==> config.mk <==
export PLATFORM = sky130hd
export DESIGN_NAME = pipeline_hazard_ctrl
export DESIGN_NICKNAME = d
export VERILOG_FILES = /design/src/rtl/pipeline_hazard_ctrl.sv
export SDC_FILE = /design/constraint.sdc
export NUM_CORES = 1
export LEC_CHECK = 0
export ABC_AREA = 1
export CORE_MARGIN = 2
export CORE_UTILIZATION = 28
export CTS_BUF_LIST = sky130_fd_sc_hd__clkbuf_16
export CTS_CLUSTER_SIZE = 8
export DETAILED_ROUTE_END_ITERATION = 12
export GPL_TIMING_DRIVEN = 0
export HOLD_SLACK_MARGIN = 0.02
export PLACE_DENSITY_LB_ADDON = 0.15
export SLEW_MARGIN = 20
export SYNTH_ARGS = -nofsm -noshare
export SYNTH_HDL_FRONTEND = slang
export SYNTH_SLANG_ARGS = --single-unit
==> constraint.sdc <==
create_clock -name clk -period 2.4 [get_ports clk]
set_clock_uncertainty 0.05 [all_clocks]
set_input_delay 0.48 -clock clk [delete_from_list [all_inputs] [get_ports clk]]
set_output_delay 0.48 -clock clk [all_outputs]
set_load 0.1 [all_outputs]
==> src/rtl/pipeline_hazard_ctrl.sv <==
// Hazard/stall/flush controller and EX-stage forwarding selects for a 5-stage MIPS pipeline.
// Define HAZARD_STATS_EN to build the saturating stall/flush statistics counters.
module pipeline_hazard_ctrl #(
  parameter int LOAD_STALL_CYCLES = 1,
  parameter int STALL_CNT_W       = 16
) (
  input  logic                   clk,
  input  logic                   rst_n,
  input  logic [4:0]             id_rs,
  input  logic [4:0]             id_rt,
  input  logic                   id_uses_rt,
  input  logic [4:0]             ex_rs,
  input  logic [4:0]             ex_rt,
  input  logic [4:0]             ex_rd,
  input  logic                   ex_mem_load,
  input  logic [4:0]             mem_rd,
  input  logic                   mem_reg_write,
  input  logic                   mem_access,
  input  logic                   dmem_ready,
  input  logic [4:0]             wb_rd,
  input  logic                   wb_reg_write,
  input  logic                   branch_taken,
  output logic                   pc_we,
  output logic                   ifid_we,
  output logic                   ifid_flush,
  output logic                   idex_bubble,
  output logic                   pipe_freeze,
  output logic [1:0]             fwd_a,
  output logic [1:0]             fwd_b,
  output logic [STALL_CNT_W-1:0] stall_cycles,
  output logic [STALL_CNT_W-1:0] flush_count,
  output logic [1:0]             dbg_state_o
);

  typedef enum logic [1:0] {
    ST_RUN      = 2'd0,
    ST_STALL    = 2'd1,
    ST_MEM_WAIT = 2'd2
  } state_e;

  state_e state_q, state_d;
  logic   wait_w;
  logic   lu_w;
  logic   flush_evt;
  logic   stall_evt;

  assign wait_w = mem_access & ~dmem_ready;
  assign lu_w   = ex_mem_load & (ex_rd != 5'd0) &
                  ((ex_rd == id_rs) | (id_uses_rt & (ex_rd == id_rt)));

  // MEM_WAIT with dmem_ready high falls through to the RUN priority chain in the same cycle.
  always_comb begin
    pc_we       = 1'b1;
    ifid_we     = 1'b1;
    ifid_flush  = 1'b0;
    idex_bubble = 1'b0;
    pipe_freeze = 1'b0;
    flush_evt   = 1'b0;
    state_d     = state_q;
    if ((state_q == ST_STALL) && !wait_w) begin
      pc_we       = 1'b0;
      ifid_we     = 1'b0;
      idex_bubble = 1'b1;
      state_d     = ST_RUN;
    end else if (wait_w || ((state_q == ST_MEM_WAIT) && !dmem_ready)) begin
      pc_we       = 1'b0;
      ifid_we     = 1'b0;
      pipe_freeze = 1'b1;
      state_d     = ST_MEM_WAIT;
    end else if (branch_taken) begin
      ifid_flush  = 1'b1;
      idex_bubble = 1'b1;
      flush_evt   = 1'b1;
      state_d     = ST_RUN;
    end else if (lu_w) begin
      pc_we       = 1'b0;
      ifid_we     = 1'b0;
      idex_bubble = 1'b1;
      state_d     = (LOAD_STALL_CYCLES == 2) ? ST_STALL : ST_RUN;
    end else begin
      state_d     = ST_RUN;
    end
    if (!rst_n) begin
      pc_we       = 1'b0;
      ifid_we     = 1'b0;
      ifid_flush  = 1'b1;
      idex_bubble = 1'b1;
      pipe_freeze = 1'b0;
      flush_evt   = 1'b0;
    end
  end

  assign stall_evt = rst_n & ~pc_we;

  function automatic logic [1:0] fwd_sel(input logic [4:0] src);
    if (mem_reg_write && (mem_rd != 5'd0) && (mem_rd == src))
      fwd_sel = 2'b10;
    else if (wb_reg_write && (wb_rd != 5'd0) && (wb_rd == src))
      fwd_sel = 2'b01;
    else
      fwd_sel = 2'b00;
  endfunction

  assign fwd_a       = rst_n ? fwd_sel(ex_rs) : 2'b00;
  assign fwd_b       = rst_n ? fwd_sel(ex_rt) : 2'b00;
  assign dbg_state_o = state_q;

  always_ff @(posedge clk or negedge rst_n) begin
    if (!rst_n) state_q <= ST_RUN;
    else        state_q <= state_d;
  end

`ifdef HAZARD_STATS_EN
  localparam logic [STALL_CNT_W-1:0] CNT_ONE = {{(STALL_CNT_W-1){1'b0}}, 1'b1};
  logic [STALL_CNT_W-1:0] stall_cnt_q, flush_cnt_q;

  always_ff @(posedge clk or negedge rst_n) begin
    if (!rst_n) begin
      stall_cnt_q <= '0;
      flush_cnt_q <= '0;
    end else begin
      if (stall_evt && (stall_cnt_q != '1)) stall_cnt_q <= stall_cnt_q + CNT_ONE;
      if (flush_evt && (flush_cnt_q != '1)) flush_cnt_q <= flush_cnt_q + CNT_ONE;
    end
  end

  assign stall_cycles = stall_cnt_q;
  assign flush_count  = flush_cnt_q;
`else
  logic unused_evt;
  assign unused_evt   = stall_evt ^ flush_evt;
  assign stall_cycles = '0;
  assign flush_count  = '0;
`endif

endmodule

After elaboration in Yosys (flattened, before gate mapping)

Index checks and enable logic that the tools add are counted.
Widths: inputs -> output; s select.

Register bits: 2
Input port bits: 44
Output and inout bits: 43
Word-level logic and storage cells: 54

Equality and inequality tests: 8
Muxes and demuxes: 25
Bitwise logic cells: 6
Reductions and logical operators: 14

Operator list:

| cell               | number |
|---|---|
| $eq 5x5->1         | 6 |
| $mux 1             | 19 |
| $reduce_bool 5->1  | 3 |
| $mux 2             | 6 |
| $logic_and 1x1->1  | 8 |
| $and 1x1->1        | 4 |
| $eq 2x1->1 const B | 1 |
| $eq 2x2->1 const B | 1 |
| $logic_not 1->1    | 2 |
| $logic_or 1x1->1   | 1 |
| $not 1->1          | 1 |
| $or 1x1->1         | 1 |

Logic depth before layout (Yosys ltp)

Depth in word-level cells: 9
Mapped depth: 10
Mapped depth without buffers: 9

Worst setup path before layout

No wires, ideal clock.

Path type: register to output
Start point: register state_q[1], in the netlist dbg_state_o[1]
End point: output port idex_bubble
Data arrival time: 4.019 ns
Required time: 1.870 ns
Path slack: -2.149 ns
Cell stages (with the launch flop): 6
Path buffers: 0
Cells stage by stage: dfrtp_1 > nor2_1 > nor2_1 > o21ai_0 > inv_1 > nand2_1

Longest elaborated chain between the ends: 6
Elaborated cells on any way between the ends: 8
Classes of those cells: 2 x eq/ne; 3 x mux; 3 x reduce/logical

Ends and longest elaborated chain:

| element                | line | source |
|---|---|---|
| from (decl)            | 41   | `state_e state_q, state_d;` |
| from (signal assigned) | 110  | `else state_q <= state_d;` |
| $eq 2x2->1             | 65   | `end else if (wait_w \|\| ((state_q == ST_MEM_WAIT) && !dmem_ready)) begin` |
| $logic_and 1x1->1      | 65   |  |
| $logic_or 1x1->1       | 65   |  |
| $mux 1                 | 65   |  |
| $mux 1 (*)             | 60   | `if ((state_q == ST_STALL) && !wait_w) begin` |
| $mux 1 (*)             | 83   | `if (!rst_n) begin` |
| to (decl)              | 26   | `output logic idex_bubble,` |

Mark *: on every way between the ends. The rest lies on a longest branch, timed or not.

Worst setup path after layout

Start point: input port ex_rt[0]
End point: output port fwd_b[1]

Longest elaborated chain between the ends: 4

Ends and longest elaborated chain:

| element           | line | source |
|---|---|---|
| from (decl)       | 13   | `input logic [4:0] ex_rt,` |
| $eq 5x5->1        | 96   | `if (mem_reg_write && (mem_rd != 5'd0) && (mem_rd == src))` |
| $logic_and 1x1->1 | 96   |  |
| $mux 2            | 96   |  |
| $mux 2            | 105  | `assign fwd_b = rst_n ? fwd_sel(ex_rt) : 2'b00;` |
| to (decl)         | 29   | `output logic [1:0] fwd_b,` |

Every way passes these cells.

==> impl_metrics.toml <==
[synthesis]
synth.top_cells.by_area = "buf_4 29%, nand2_1 14%, xnor2_1 9.9%, nor2_1 8.5%, xor2_1 7.9%"
ys_types = 20
synth_area_sq_um = 886
synth.avg_cell_area_sq_um = 5.61
synth-seq-cells = 1
ys_seq_area_share_pct = 2.82
synth_largest_area_cell = "buf_4"
ys_warn_count = 0
synth.top_cell.area_share_pct = 28.8
synthCells = 158

[worst_setup_path]
slowest_stage = "clkdlybuf4s50_1"
cp_num_buf_inv = 2
criticalPathCategory = "in -> out"
crit_chain = "clkdlybuf4s50_1 > xnor2_1 > nand2_1 > nor2_1 > nand3_1 > nor2_2 > buf_4"
crit_path_start_kind = "input pin"
crit_family = "buffers and inverters"
arrival_ns = 1.81
critPathMaxFanout = 2
crit_required_ns = 1.87
crit_path_max_incr_delay_ns = 0.52
endpoint_kind = "output port"

[die]
coreArea_sq_um = 3030
num_io_pins = 87
fp.dieH_microns = 60.2
dieWidth_microns = 60.2
rows = 20
start_util_pct = 29.3
die_area_sq_um = 3630

[grt]
grt_use_total_pct = 11.3
first_global_vias = 828
grt-ovfl-total = 0
grt_max_degree = 6
grt_pass1_wl_microns = 3290
antenna_found_initial = 0

[finish]
drive_gt1_share_pct = 30.2
final.fill_count = 312
area_delta_synth_final_pct = 95.2
final_cell_mix = "35 x buf_4, 33 x conb_1, 30 x nand2_1"
design_area_sq_um = 1730
nNetsFinal = 288
largest_reg_flops = 1
mostFrequentLayoutCell = "buf_4"
multi_input_area_sq_um = 694
n_antenna_cell = 0
final-seq-area_sq_um = 28.8

[power_and_ir_drop]
p_leak_nw = 1.08
power_density_nw_per_um2 = 311
ir_worst_vdd_mv = 0.186

[route]
drc_errors = 0
num_vias = 1002
met3_length_microns = 272
ant_nets = 0
wl_per_cell_microns = 7.80
drt_iter0_drc = 27
via_per_inst = 3.50
met2WireLength_microns = 1060
top_layer = "met3"
routedLengthMet1_microns = 901
dr.pass1.iters = 4
routed_wl_microns = 2230

[place]
portBuffers = 53
dp_hpwl_microns = 1980
place.gp.congestion = 0.837
placed_area_sq_um = 1640

[outcome]
status = "completed"

[sta]
setup_violations = 0
holdWs_ns = 0.281
period_share_pct = 97.5
fmaxAchievable_ghz = 0.427
maxSlewViolCount = 0
tightest_slew_ns = 0.973
hold_violations = 0
fin_crit_ns = 2.34
relSlewSlack_pct = 35.0

[clock_network]
postCtsSetupBuffers = 0
clock_latency_ns = 0
clkTransAtPathRegs_ns = 0

[min_path]
hp-class = "in -> async"

[job]
maxCapViolations = 0
area by class of cell:
cell class	count	area share, %
Buffer	33	14.3
Inverter	24	5.43
Multi-Input combinational cell	131	40.2
Sequential cell	1	1.66
Tap cell	44	3.18
Timing Repair Buffer	53	35.2
path summary, 6_finish.rpt:
| kind | from | endpoint | slack, ns | cells after the start |
|---|---|---|---|---|
| setup / recovery | ex_rt[0] | fwd_b[1] | 0.06 | 7 |
| setup reg to reg | dbg_state_o[1]$_DFF_PN0_ | dbg_state_o[1]$_DFF_PN0_ | 1.57 | 2 |
| max in group asynchronous | rst_n | dbg_state_o[1]$_DFF_PN0_ | 1.79 | 1 |
| min in group clk | dbg_state_o[1]$_DFF_PN0_ | dbg_state_o[1]$_DFF_PN0_ | 0.63 | 2 |
| hold / removal | rst_n | dbg_state_o[1]$_DFF_PN0_ | 0.28 | 1 |
| hold reg to reg | dbg_state_o[1]$_DFF_PN0_ | dbg_state_o[1]$_DFF_PN0_ | 0.63 | 2 |
worst register-to-register path, cell delays in order (launching register included):
cell and delay, ns:
dfrtp_4 0.44, nor2_1 0.12, nor2_2 0.08
cells in the mapped netlist:
cell,instances
a21oi_1,2
and2_1,1
buf_4,34
conb_1,1
dfrtp_1,1
inv_1,18
inv_2,6
nand2_1,33
nand2_2,4
nand3_1,5
nand3_2,1
nand3b_1,1
nand4_1,1
nor2_1,20
nor2_2,4
nor3_1,1
o21ai_0,5
o21ai_1,2
xnor2_1,10
xor2_1,8
stage by stage:
step	power (mW)	setup slack, ns	cells	utilization (%)	setup TNS (ns)
final	0.538	0.0596	286	57.1	0
after global routing	0.565	-0.0166	286	57.1	-0.0217
after CTS	0.542	-0.103	287	54.6	-0.103
after detailed placement	0.536	-0.962	287	54.3	-7.10
after global placement	0.537	-0.938	287	54.3	-7.08
after floorplan	0.426	-0.0531	190	-	-0.0531
metal layers:
metal,GRT usage [%],vias to the layer above
met5,0,-
met4,0,0
met3,1.30,0
met2,21.0,50
met1,14.6,381
li1,-,571
logic make-up after synthesis:
| kind of cell | Yosys count | synth area share, % |
|---|---|---|
| AOI/OAI and AO/OA | 9 | 5.08 |
| xor gates and xnor gates | 18 | 17.8 |
| buffers and inverters | 58 | 39.0 |
| DFF | 1 | 2.82 |
| other | 1 | 0.423 |
| and+or+nand+nor | 71 | 34.9 |
what timing repair did:
action | 4_1_cts | 5_1_grt
resized for setup | 64 | 31
hold buffers | 0 | 0
setup endpoints to repair | 9 | 8
pin swaps | 2 | 7
power breakdown:
group / internal, mW / total (mW) / switching, mW / leakage (nW)
clock: 0 / 0 / 0 / 0
sequential: 0.0191 / 0.0196 / 0.000531 / 0.0112
combinational: 0.150 / 0.518 / 0.368 / 1.06
(Power assumes the default switching activity.)
